File: src/rtl/smu_cfg_loader_if.sv
// Configuration bus for the SMU config loader.
// Handshake: the serial bit stream is qualified per cycle by CfgValid. There is
// no ready or backpressure; the loader accepts every qualified bit in LOAD and
// PARITY. CfgStart (frame start) and CfgClear (disarm) are one-cycle commands,
// and CfgClear wins over everything else in the same cycle.
interface smu_cfg_loader_if #(
  parameter int N = 2,
  parameter int K = 4
);
  localparam int F = $clog2(N);

  // stream side, driven by the configuration master
  logic         CfgStart;
  logic         CfgValid;
  logic         CfgBit;
  logic         CfgClear;

  // committed configuration and status, driven by the loader
  logic [K-1:0] RegCmpMask;
  logic [K-1:0] RegCmp;
  logic [1:0]   RegCmpSelect;
  logic [F-1:0] RegFsmCmp;
  logic         SmuEn;
  logic         CfgBusy;
  logic         CfgDone;
  logic         CfgErr;

  modport master (
    output CfgStart, CfgValid, CfgBit, CfgClear,
    input  RegCmpMask, RegCmp, RegCmpSelect, RegFsmCmp,
    input  SmuEn, CfgBusy, CfgDone, CfgErr
  );

  modport slave (
    input  CfgStart, CfgValid, CfgBit, CfgClear,
    output RegCmpMask, RegCmp, RegCmpSelect, RegFsmCmp,
    output SmuEn, CfgBusy, CfgDone, CfgErr
  );
endinterface

File: src/rtl/smu_cfg_loader.sv
// Serial configuration loader for one SMU. A frame is W = 2K+2+F payload bits,
// sent MSB-first as {mask, cmp, select, fsm_cmp}, followed by one even-parity
// bit. A good frame is committed to the Reg* outputs and arms the SMU; a bad
// frame sets a sticky error and leaves the previous configuration in place.
// N must be at least 2 so that the fsm-compare field has a nonzero width.
module smu_cfg_loader #(
  parameter int N = 2,
  parameter int K = 4
) (
  input  logic                clk,
  input  logic                rst,
  smu_cfg_loader_if.slave     bus,
  output logic [2:0]          dbg_state
);

  localparam int F  = $clog2(N);
  localparam int W  = 2*K + 2 + F;
  localparam int CW = $clog2(W + 1);

  // field positions inside the shadow register
  localparam int FSM_LO  = 0;
  localparam int SEL_LO  = F;
  localparam int CMP_LO  = F + 2;
  localparam int MASK_LO = F + 2 + K;

  typedef enum logic [2:0] {
    IDLE   = 3'd0,
    LOAD   = 3'd1,
    PARITY = 3'd2,
    ARMED  = 3'd3,
    ERROR  = 3'd4
  } state_t;

  state_t         state_q, state_d;
  logic [CW-1:0]  cnt_q, cnt_d;
  logic [W-1:0]   shadow_q, shadow_d;
  logic [K-1:0]   mask_q, mask_d;
  logic [K-1:0]   cmp_q, cmp_d;
  logic [1:0]     sel_q, sel_d;
  logic [F-1:0]   fsm_q, fsm_d;
  logic           en_q, en_d;
  logic           done_q, done_d;
  logic           err_q, err_d;
  logic           parity_ok;

  // even parity across the whole payload plus the incoming parity bit
  assign parity_ok = ~(^shadow_q ^ bus.CfgBit);

  // next-state and next-output logic; clear beats start beats the stream
  always_comb begin
    state_d  = state_q;
    cnt_d    = cnt_q;
    shadow_d = shadow_q;
    mask_d   = mask_q;
    cmp_d    = cmp_q;
    sel_d    = sel_q;
    fsm_d    = fsm_q;
    en_d     = en_q;
    done_d   = 1'b0;
    err_d    = err_q;

    if (bus.CfgClear) begin
      state_d = IDLE;
      cnt_d   = '0;
      mask_d  = '0;
      cmp_d   = '0;
      sel_d   = '0;
      fsm_d   = '0;
      en_d    = 1'b0;
      err_d   = 1'b0;
    end else if (bus.CfgStart) begin
      // a start in any state (including mid-frame) begins a fresh frame;
      // a bit presented in the same cycle is not part of it
      state_d  = LOAD;
      cnt_d    = '0;
      shadow_d = '0;
      en_d     = 1'b0;
      err_d    = 1'b0;
    end else begin
      case (state_q)
        LOAD: begin
          if (bus.CfgValid) begin
            shadow_d = {shadow_q[W-2:0], bus.CfgBit};
            cnt_d    = cnt_q + 1'b1;
            if (cnt_q == CW'(W - 1)) begin
              state_d = PARITY;
            end
          end
        end
        PARITY: begin
          if (bus.CfgValid) begin
            if (parity_ok) begin
              mask_d  = shadow_q[MASK_LO +: K];
              cmp_d   = shadow_q[CMP_LO +: K];
              sel_d   = shadow_q[SEL_LO +: 2];
              fsm_d   = shadow_q[FSM_LO +: F];
              en_d    = 1'b1;
              done_d  = 1'b1;
              state_d = ARMED;
            end else begin
              err_d   = 1'b1;
              state_d = ERROR;
            end
          end
        end
        default: begin
          // IDLE, ARMED and ERROR ignore the stream until the next start
        end
      endcase
    end
  end

  // state and registered outputs, asynchronously cleared by reset
  always_ff @(posedge clk or negedge rst) begin
    if (!rst) begin
      state_q  <= IDLE;
      cnt_q    <= '0;
      shadow_q <= '0;
      mask_q   <= '0;
      cmp_q    <= '0;
      sel_q    <= '0;
      fsm_q    <= '0;
      en_q     <= 1'b0;
      done_q   <= 1'b0;
      err_q    <= 1'b0;
    end else begin
      state_q  <= state_d;
      cnt_q    <= cnt_d;
      shadow_q <= shadow_d;
      mask_q   <= mask_d;
      cmp_q    <= cmp_d;
      sel_q    <= sel_d;
      fsm_q    <= fsm_d;
      en_q     <= en_d;
      done_q   <= done_d;
      err_q    <= err_d;
    end
  end

  assign bus.RegCmpMask   = mask_q;
  assign bus.RegCmp       = cmp_q;
  assign bus.RegCmpSelect = sel_q;
  assign bus.RegFsmCmp    = fsm_q;
  assign bus.SmuEn        = en_q;
  assign bus.CfgDone      = done_q;
  assign bus.CfgErr       = err_q;
  assign bus.CfgBusy      = (state_q == LOAD) || (state_q == PARITY);
  assign dbg_state        = state_q;

endmodule

File: src/flat_wrapper.sv
// flat-port wrapper written by rule: the top's interface ports become plain ports
module smu_cfg_loader_flat 
#(
  parameter int N = 2,
  parameter int K = 4
)
  (clk, rst, dbg_state, bus_CfgStart, bus_CfgValid, bus_CfgBit, bus_CfgClear, bus_RegCmpMask, bus_RegCmp, bus_RegCmpSelect, bus_RegFsmCmp, bus_SmuEn, bus_CfgBusy, bus_CfgDone, bus_CfgErr);
  smu_cfg_loader_if #(.N(N), .K(K)) bus_i ();
  input  logic clk;
  input  logic rst;
  output logic [2:0] dbg_state;
  input wire logic [$bits(bus_i.CfgStart)-1:0] bus_CfgStart;
  input wire logic [$bits(bus_i.CfgValid)-1:0] bus_CfgValid;
  input wire logic [$bits(bus_i.CfgBit)-1:0] bus_CfgBit;
  input wire logic [$bits(bus_i.CfgClear)-1:0] bus_CfgClear;
  output wire logic [$bits(bus_i.RegCmpMask)-1:0] bus_RegCmpMask;
  output wire logic [$bits(bus_i.RegCmp)-1:0] bus_RegCmp;
  output wire logic [$bits(bus_i.RegCmpSelect)-1:0] bus_RegCmpSelect;
  output wire logic [$bits(bus_i.RegFsmCmp)-1:0] bus_RegFsmCmp;
  output wire logic [$bits(bus_i.SmuEn)-1:0] bus_SmuEn;
  output wire logic [$bits(bus_i.CfgBusy)-1:0] bus_CfgBusy;
  output wire logic [$bits(bus_i.CfgDone)-1:0] bus_CfgDone;
  output wire logic [$bits(bus_i.CfgErr)-1:0] bus_CfgErr;
  assign bus_i.CfgStart = bus_CfgStart;
  assign bus_i.CfgValid = bus_CfgValid;
  assign bus_i.CfgBit = bus_CfgBit;
  assign bus_i.CfgClear = bus_CfgClear;
  assign bus_RegCmpMask = bus_i.RegCmpMask;
  assign bus_RegCmp = bus_i.RegCmp;
  assign bus_RegCmpSelect = bus_i.RegCmpSelect;
  assign bus_RegFsmCmp = bus_i.RegFsmCmp;
  assign bus_SmuEn = bus_i.SmuEn;
  assign bus_CfgBusy = bus_i.CfgBusy;
  assign bus_CfgDone = bus_i.CfgDone;
  assign bus_CfgErr = bus_i.CfgErr;
  smu_cfg_loader #(.N(N), .K(K)) u_core (.clk(clk), .rst(rst), .bus(bus_i), .dbg_state(dbg_state));
endmodule
File: config.mk
export PLATFORM = sky130hd
export DESIGN_NAME = smu_cfg_loader_flat
export DESIGN_NICKNAME = d
export VERILOG_FILES = /design/src/rtl/smu_cfg_loader_if.sv /design/src/rtl/smu_cfg_loader.sv /design/src/flat_wrapper.sv
export SDC_FILE = /design/constraint.sdc
export NUM_CORES = 1
export LEC_CHECK = 0
export BUFFER_PORTS_ARGS = -buffer_cell sky130_fd_sc_hd__buf_2
export CORE_MARGIN = 10
export CORE_UTILIZATION = 57
export CTS_BUF_LIST = sky130_fd_sc_hd__clkbuf_8
export DETAILED_ROUTE_END_ITERATION = 10
export GPL_TIMING_DRIVEN = 1
export PLACE_DENSITY = 0.87
export SLEW_MARGIN = 20
export SYNTH_ARGS = -nofsm -noshare
export SYNTH_HDL_FRONTEND = slang
export SYNTH_SLANG_ARGS = --single-unit
File: constraint.sdc
create_clock -name clk -period 2.2 [get_ports clk]
set_clock_uncertainty 0.05 [all_clocks]
set_input_delay 0 -clock clk [delete_from_list [all_inputs] [get_ports clk]]
set_output_delay 0 -clock clk [all_outputs]
set_load 0.05 [all_outputs]
# [Yosys cells after proc, flatten, opt, wreduce, memory -nomap -nowiden]
# Index checks and enable logic that the tools add are counted.
[word_totals] register_bits=32 output_inout_bits=18 wordCells=88 inputBits=6
[op_classes] n_reduce_logical=17 bitwise_logic=2 muxes=49 n_eq_ne=9 n_addsub=1
[ops] op="two-way mux 4 bit" n=14
[ops] op="two-way mux 11 bit" n=3
[ops] op="two-way mux 1 bit" n=20
[ops] op="two-way mux 3 bit" n=6
[ops] op="nonzero test 3 bit" n=4
[ops] op="XOR reduction 11 bit" n=1
[ops] op="two-way mux 2 bit" n=5
[ops] op="AND reduction 3 bit" n=3
[ops] op="!= test 4 bit (second input constant)" n=2
[ops] op="AND reduction 4 bit" n=2
[ops] op="nonzero test 2 bit" n=4
[ops] op="case mux 3 bit (2 select lines)" n=1
[ops] op="adder 4 x 1 -> 4 bit (second input constant)" n=1
[ops] op="equality test 4 bit (second input constant)" n=1
[ops] op="!= test 4 x 3 -> 1 bit (second input constant)" n=1
[ops] op="nonzero test 4 bit" n=1
[ops] op="equality test 3 x 1 -> 1 bit (second input constant)" n=1
[ops] op="equality test 3 x 2 -> 1 bit (second input constant)" n=1
[ops] op="!= test 3 bit (second input constant)" n=1
[ops] op="!= test 2 x 1 -> 1 bit (second input constant)" n=1
[ops] op="!= test 2 bit (second input constant)" n=1
[ops] op="AND reduction 2 bit" n=1
[ops] op="logical OR 1 bit" n=1
[ops] op="inverter 1 bit" n=1
[ops] op="bitwise XOR 1 bit" n=1

# [Longest topological paths before layout]
# Gate-level depths: netlist (run 1).
[logic_depth] depth_word=7 depth_mapped=6 ltp_nobuf=6

# [Least setup slack after synthesis (run 1)]
# No wires, ideal clock.
[synth_timing] path_type="flip-flop to flip-flop" startpoint="register u_core.state_q[1] (netlist: u_core.dbg_state[1])" endpoint="register u_core.shadow_q[0]" synth_period_minus_slack_ns=1.935 path_slack_ns=0.265 required_time_ns=2.029 setup_time_ns=0.121 stages_incl_launch_ff=6 path_buffers=1 arrival_ns=1.764 path_cell_list="dfrtp_1 > nand2b_1 > or2_2 > a21o_1 > clkbuf_1 > a22o_1"
[synth_via] elab_chain_cells=3
[synth_rtl] item="start: declaration" line_no="smu_cfg_loader.sv:34" source="state_t state_q, state_d;"
[synth_rtl] item="start signal: assignment" line_no="smu_cfg_loader.sv:127" source="state_q <= state_d;"
[synth_rtl] item="equality test 3 x 1 -> 1 bit" line_no="smu_cfg_loader.sv:80" source="case (state_q)"
[synth_rtl] item="nonzero test 2 bit (no line)"
[synth_rtl] item="AND reduction 3 bit (no line)"
[synth_rtl] item="end signal: assignment" line_no="smu_cfg_loader.sv:129" source="shadow_q <= shadow_d;"
[synth_rtl] item="end: declaration" line_no="smu_cfg_loader.sv:36" source="logic [W-1:0] shadow_q, shadow_d;"
# Every way passes these cells.
# A chain may end at the register's enable or synchronous reset.

# [Worst setup path after layout (run 1)]
[layout_timing] startpoint="register u_core.shadow_q[5]" endpoint="register u_core.sel_q[1] (netlist: u_core.bus.RegCmpSelect[1])"
[layout_via] elab_chain_cells=4
[layout_rtl] item="XOR reduction 11 bit" line_no="smu_cfg_loader.sv:47" source="assign parity_ok = ~(^shadow_q ^ bus.CfgBit);"
[layout_rtl] item="bitwise XOR 1 bit" line_no="smu_cfg_loader.sv:47"
[layout_rtl] item="!= test 2 bit (no line)"
[layout_rtl] item="AND reduction 4 bit (no line)"
[layout_rtl] item="end signal: assignment" line_no="smu_cfg_loader.sv:132" source="sel_q <= sel_d;"
[layout_rtl] item="end: declaration" line_no="smu_cfg_loader.sv:39" source="logic [1:0] sel_q, sel_d;"
# Every way passes these cells.

==> results.cfg, run 1 <==
[cts]
number_of_clock_sinks = 32
worst_skew_pair.late_latency_ps = 280
tritoncts_clock_tree = yes
cts_resized = 0
post_cts_setup_buffers = 0
clk_transition_reported_paths_ps = 60
htreeDepth = 2
cts_made_buffers = 5
cts_root_cell = clkbuf_8
cts_max_path_buffers = 2
hold_buffers = 4

[timing]
timing.fmax_mhz = 514
grt_setup_unrepaired = no
worst_tran_pin_value_ps = 687
drv_slew = 0
fin_setup_tns_ps = 0
finalHoldWorstSlack_ps = 14.5
post-route-min-period_ps = 1950
hold_viol = 0
final.period_utilization_pct = 88.4
relSlewSlack_pct = 54.2
setup_viol = 0

[die]
chipWidth_um = 69.4
io_pins = 24
floorplan.initialDensity_pct = 61.1
core.rowCount = 17
placeableCoreArea_um2 = 2280
fp.dieH_um = 69.4
die_area_um2 = 4820

[setup_path]
worstPathRequired_ps = 2370
worstPathMaxFanout = 11
path_class = reg2reg
critical-path-max-stage-delay_ps = 500
cp_slowest_cell = xnor3_2
worstSetupStartpointType = register
worstPathArrival_ps = 2120
endpoint_kind = register
cell_chain_critical_path = xor2_1, xnor2_1, xnor3_2, a31oi_2, buf_4, a22o_1

[grt]
antenna_found_initial = 0
grt_pass1_vias = 967
grt_overflow = 0
grt_first_pass_wirelength_um = 4770
global_route_usage_over_all_layers_pct = 12.3
grt_start_max_net_pins = 33

[logic_synthesis]
synth_top_flop_cell = dfrtp_1
netlist_top_cells_area = dfrtp_1 58%, a22o_1 14%, xnor2_1 5.0%
yosys_register_bits = 32
synth.yosys.warnings = 0
synth_largest_type_area_fraction_pct = 57.6
postSynthNetCount = 119
synth_cells = 111
post_synth_instance_area_um2 = 1390
postSynthAreaPerCell_um2 = 12.5
synth-edff-count = 0
portion_of_the_post_synthesis_area_used_by_sequential_elements_pct = 57.6
post-synth-top-area-cell = dfrtp_1
async_reset_ff_share_pct = 100
synth.distinct_cells = 24

[power]
powerDensity_nw_per_um2 = 725
power.leakage_nw = 0.866
design_power_total_mw = 1.21
vdd_drop_max_uv = 744

[layout]
num-nets-final = 150
final_cell_mix = 32 x dfrtp_1, 23 x buf_2, 22 x a22o_1
insertedDiodeCount = 0
instances_no_fill = 171
number_of_inserted_filler_cells_in_the_final_layout = 157
drive_gt1_share_pct = 27.3
synthToLayoutAreaGrowth_pct = 20.1
postLayoutCoreUtil_pct = 73.4
mostFrequentLayoutCell = dfrtp_1

[drt]
avgViaCountPerCell = 5.66
wirelength_um = 2820
drt_iter0_markers = 53
route.antenna.remaining_nets = 0
route.vias.total = 968
wl_per_cell_um = 16.5
drcViolationCount = 0
drt-pass1-iter-count = 4

[run]
maxCapViolations = 0

[place]
dp_cells = 159
place.gp.congestion = 0.818
detailedPlacementHpwl_um = 2010
portBuffers = 23

[hold_path]
worstHoldPathType = in2reg

[outcome]
result_of_the_run = finished clean
[path summary, 6_finish.rpt]
kind | startpoint | to | slack (ps) | cells after the start
max in group asynchronous | rst | u_core.shadow_q[6] | 1420 | 2
hold reg to reg | u_core.bus.RegCmpSelect[0] | u_core.bus.RegCmpSelect[0] | 450 | 1
setup reg to reg | u_core.shadow_q[5] | u_core.bus.RegCmpSelect[1] | 250 | 6
hold / removal | bus_CfgStart | u_core.dbg_state[0] | 10 | 3
setup / recovery | u_core.shadow_q[5] | u_core.bus.RegCmpSelect[1] | 250 | 6
min in group asynchronous | rst | u_core.bus.RegCmp[3] | 250 | 2
[cell families (layout without fill, tap and decap cells)]
family	after synthesis	after routing	share of synthesized area [%]
flops	32	32	57.6
compound gates	31	31	18.8
fa+ha+maj	2	2	1.80
buf+inv	9	41	3.51
simple gates	24	24	8.54
xor+xnor	13	13	9.80
[through the flow]
stage / area (µm²) / setup WS (ps)
2_1_floorplan: 1390 / 265
3_3_place_gp: 1520 / 309
3_5_place_dp: 1520 / 264
4_1_cts: 1670 / 239
5_1_grt: 1670 / 129
6_report: 1670 / 254
[state kept, by name, summed over array words and instances (netlist names)]
register and flops:
u_core.cnt_q 4, u_core.bus.RegFsmCmp 1, u_core.bus.RegCmp 4, u_core.dbg_state 3, u_core.bus.SmuEn 1, u_core.bus.RegCmpSelect 2
u_core.shadow_q 11, u_core.bus.CfgErr 1, u_core.bus.CfgDone 1, u_core.bus.RegCmpMask 4
[power by group]
| group | internal (mW) | leakage (nW) | total, mW | switching (mW) |
|---|---|---|---|---|
| logic | 0.0258 | 0.362 | 0.0759 | 0.0501 |
| clock network | 0.331 | 0.0593 | 0.539 | 0.208 |
| registers | 0.592 | 0.445 | 0.595 | 0.00362 |
| total | 0.948 | 0.866 | 1.21 | 0.262 |
[synth_stat cells, drive strengths merged, types with 2 or more instances]
cell type / instances
a21o: 2
a21oi: 2
a22o: 22
a31oi: 2
buf: 2
clkbuf: 3
dfrtp: 32
ha: 2
inv: 4
nand2: 6
nand2b: 4
nor2: 9
or2: 2
xnor2: 9
xor2: 3
[layer usage]
metal	global-route usage, %	vias up	part of all wire (%)
met5	0	-	0
li1	-	455	-
met4	7.32	0	1.4
met2	18.1	25	49
met1	13.9	482	44
met3	5.85	6	6.1
[critical path: cells and delay by family, from the launching register on]
family,cells,cell delay [ps]
xor gates and xnor gates,3,850
DFF,1,410
AOI/OAI and AO/OA,2,360
buffers and inverters,1,210
[area by class of cell]
type / count / area (µm²) / area share (%)
sequential: 32 / 801 / 47.9
clock buffer: 5 / 68.8 / 4.12
multi-input combinational: 70 / 542 / 32.4
clock inverter: 3 / 38.8 / 2.32
tap: 28 / 35.0 / 2.10
inverter: 4 / 15.0 / 0.899
timing repair buffer: 29 / 170 / 10.2
(Power assumes the default switching activity.)
==> run 2, diff against run 1 <==
--- a/config.mk
+++ b/config.mk
@@ -5,9 +5,10 @@
 export SDC_FILE = /design/constraint.sdc
 export NUM_CORES = 1
 export LEC_CHECK = 0
+export ABC_AREA = 1
 export BUFFER_PORTS_ARGS = -buffer_cell sky130_fd_sc_hd__buf_2
 export CORE_MARGIN = 10
-export CORE_UTILIZATION = 57
+export CORE_UTILIZATION = 58
 export CTS_BUF_LIST = sky130_fd_sc_hd__clkbuf_8
 export DETAILED_ROUTE_END_ITERATION = 10
 export GPL_TIMING_DRIVEN = 1
==> run 2 against run 1 <==
Clock power is 18% lower. Flip-flop and latch count unchanged. Routed wire length increased by 18%. Combinational power grew 75%. Synthesized cell count increased by 77%. Total power fell by 2.9%. Via count grew 41%. Sequential power grew 1%. Synthesized area rose by 16%. Utilization down 4.9 points. Die area increased by 9.6%. Non-clock buffer count decreased by 2. Critical path type unchanged. Largest power group unchanged. Highest routed layer unchanged.
==> results.cfg, run 2 <==
[place]
portBuffers = 23
place.gp.congestion = 0.815
detailedPlacementHpwl_um = 2390

[power]
power.switching_mw = 0.300
switching_share_pct = 25.6
power.leakage_nw = 1.05
vdd_drop_max_uv = 620
pwr-share-clk_pct = 37.4
cell_internal_pwr_mw = 0.874
combinationalPowerShare_pct = 11.3
powerDensity_nw_per_um2 = 633
power_frac_seq_pct = 51.2

[cts]
number_of_clock_sinks = 32
htreeDepth = 2
cts_max_path_buffers = 2
worst_skew_pair.late_latency_ps = 280
tritoncts_clock_tree = yes
cts_made_buffers = 5
cts_root_cell = clkbuf_8
clk_transition_reported_paths_ps = 60
cts_resized = 0

[setup_path]
worst_path_most_repeated_cell = nor2_1
worstPathMaxFanout = 10
worstSetupStartpointType = register
worstPathArrival_ps = 1810
cell_chain_critical_path = inv_1, nand3_1, nor2_1, nor2_1, nor2_2, o22ai_1
path_class = reg2reg
cp_slowest_cell = dfrtp_1
endpoint_kind = register
critical-path-max-stage-delay_ps = 410
worstPathRequired_ps = 2290
reg2regPathDepth = 6

[timing]
worst_tran_pin_value_ps = 696
finalHoldWorstSlack_ps = 18.6
setup_viol = 0
hold_viol = 0
drv_slew = 0
grt_setup_unrepaired = no
relSlewSlack_pct = 53.6
final.period_utilization_pct = 78.4
timing.fmax_mhz = 580
fin_setup_tns_ps = 0
post-route-min-period_ps = 1730

[layout]
largest_reg_flops = 11
mostFrequentLayoutCell = nand2_1
number_of_inserted_filler_cells_in_the_final_layout = 218
synthToLayoutAreaGrowth_pct = 15.5
multi_input_combinational_cell_area_um2 = 692
drive_gt1_share_pct = 21.7
ff_latch_area_um2 = 801
insertedDiodeCount = 0
top_register = u_core.shadow_q
final_cell_mix = 62 x nand2_1, 32 x dfrtp_1, 26 x nand3_1
num-nets-final = 233

[drt]
route.vias.total = 1367
wirelength_um = 3340
avgViaCountPerCell = 5.32
route.antenna.remaining_nets = 0
drt_iter0_markers = 90
topRoutingLayerUsed = met4
drt-pass1-iter-count = 4
wl_met1_um = 1510
drcViolationCount = 0
met2WireLength_um = 1510
wl_per_cell_um = 13.0
met3WireLength_um = 168

[grt]
grt_pass1_vias = 1309
grt_overflow = 0
global_route_usage_over_all_layers_pct = 13.7
antenna_found_initial = 0
grt_start_max_net_pins = 33
grt_first_pass_wirelength_um = 5870

[die]
fp.dieH_um = 72.7
chipWidth_um = 72.7
floorplan.initialDensity_pct = 59.3
die_area_um2 = 5280
io_pins = 24
placeableCoreArea_um2 = 2710
core.rowCount = 19

[logic_synthesis]
post_synth_instance_area_um2 = 1610
synth.distinct_cells = 26
synth_top_flop_cell = dfrtp_1
synth_cells = 196
synth_most_common_cell = nand2_1
portion_of_the_post_synthesis_area_used_by_sequential_elements_pct = 49.8
postSynthAreaPerCell_um2 = 8.20
async_reset_ff_share_pct = 100
netlist_top_cells_area = dfrtp_1 50%, nand2_1 14%, nand3_1 8.1%
synth_top_cells_by_count = 62 x nand2_1, 32 x dfrtp_1, 26 x nand3_1
post-synth-top-area-cell = dfrtp_1
yosys_register_bits = 32
synth.yosys.warnings = 0
synth-edff-count = 0
postSynthNetCount = 204
synth_largest_type_area_fraction_pct = 49.8

[hold_path]
worstHoldPathCells = 4
worstHoldPathType = in2reg

[outcome]
result_of_the_run = finished clean

[run]
maxCapViolations = 0
-- run 2: cell types whose count changed after synthesis, moves of 7 or more --
cell     previous run  this run
a22o_1             22         0
inv_1               4        15
inv_2               0         7
nand2_1             6        62
nand3_1             0        26
o21ai_0             1         9
o22ai_1             0        10
xnor2_1             8         1
-- run 2: cell families after synthesis --
family | count (synthesis) | synth area share, %
flip-flops | 32 | 49.8
adder cells (fa/ha/maj) | 2 | 1.56
AO/OA/AOI/OAI | 24 | 8.48
buffers and inverters | 27 | 7.16
XOR/XNOR | 3 | 1.63
AND/OR/NAND/NOR | 108 | 31.4
-- run 2: final timing paths --
kind / start / to / slack (ps)
max in group asynchronous: rst / u_core.bus.RegCmp[2] / 1400
worst max-delay path: u_core.dbg_state[1] / u_core.shadow_q[4] / 470
min in group asynchronous: rst / u_core.cnt_q[3] / 240
worst max register to register: u_core.dbg_state[1] / u_core.shadow_q[4] / 470
worst min register to register: u_core.bus.RegCmpSelect[0] / u_core.bus.RegCmpSelect[0] / 440
worst min-delay path: bus_CfgStart / u_core.cnt_q[2] / 20
-- run 2: worst max-delay path: cells and delay by family, from the launching register on --
family	cells	cell delay, ps
AOI/OAI and AO/OA	1	130
and+or+nand+nor	4	910
DFF	1	410
buffers and inverters	1	80
-- run 2: layer usage --
layer	GRT usage (%)	up-vias
li1	-	698
met1	17.2	629
met2	19.8	29
met3	4.49	11
met4	8.44	0
met5	0	-
-- run 2: stage by stage --
stage | area, µm² | power (mW) | utilization, % | std cells | setup WS [ps]
6_report | 1860 | 1.17 | 68.5 | 257 | 475
5_1_grt | 1860 | 1.22 | 68.5 | 257 | 187
4_1_cts | 1860 | 1.19 | 68.5 | 257 | 508
3_5_place_dp | 1740 | 0.740 | 64.1 | 246 | 521
3_3_place_gp | 1740 | 0.739 | 64.1 | 246 | 513
2_1_floorplan | 1610 | 0.704 | - | 196 | 106
-- run 2: area by class of cell --
| cell class | count | area share (%) |
|---|---|---|
| Clock buffer | 6 | 4.45 |
| Clock inverter | 2 | 0.404 |
| Inverter | 22 | 4.45 |
| Multi-Input combinational cell | 137 | 37.3 |
| Sequential cell | 32 | 43.1 |
| Tap cell | 31 | 2.09 |
| Timing Repair Buffer | 27 | 8.22 |
-- run 2: power groups by stage --
| stage | clock, mW | combinational, mW | sequential [mW] |
|---|---|---|---|
| 2_1_floorplan | 0 | 0.0773 | 0.627 |
| 3_3_place_gp | 0 | 0.128 | 0.611 |
| 3_5_place_dp | 0 | 0.128 | 0.612 |
| 4_1_cts | 0.454 | 0.133 | 0.601 |
| 5_1_grt | 0.470 | 0.150 | 0.602 |
| 6_report | 0.440 | 0.133 | 0.602 |
-- run 2: repair_timing --
action                                  4_1_cts  5_1_grt
hold buffers                                  3        0
buffers inserted                              0        0
endpoints found under the setup margin        0        0
endpoints found under the hold margin        35        0
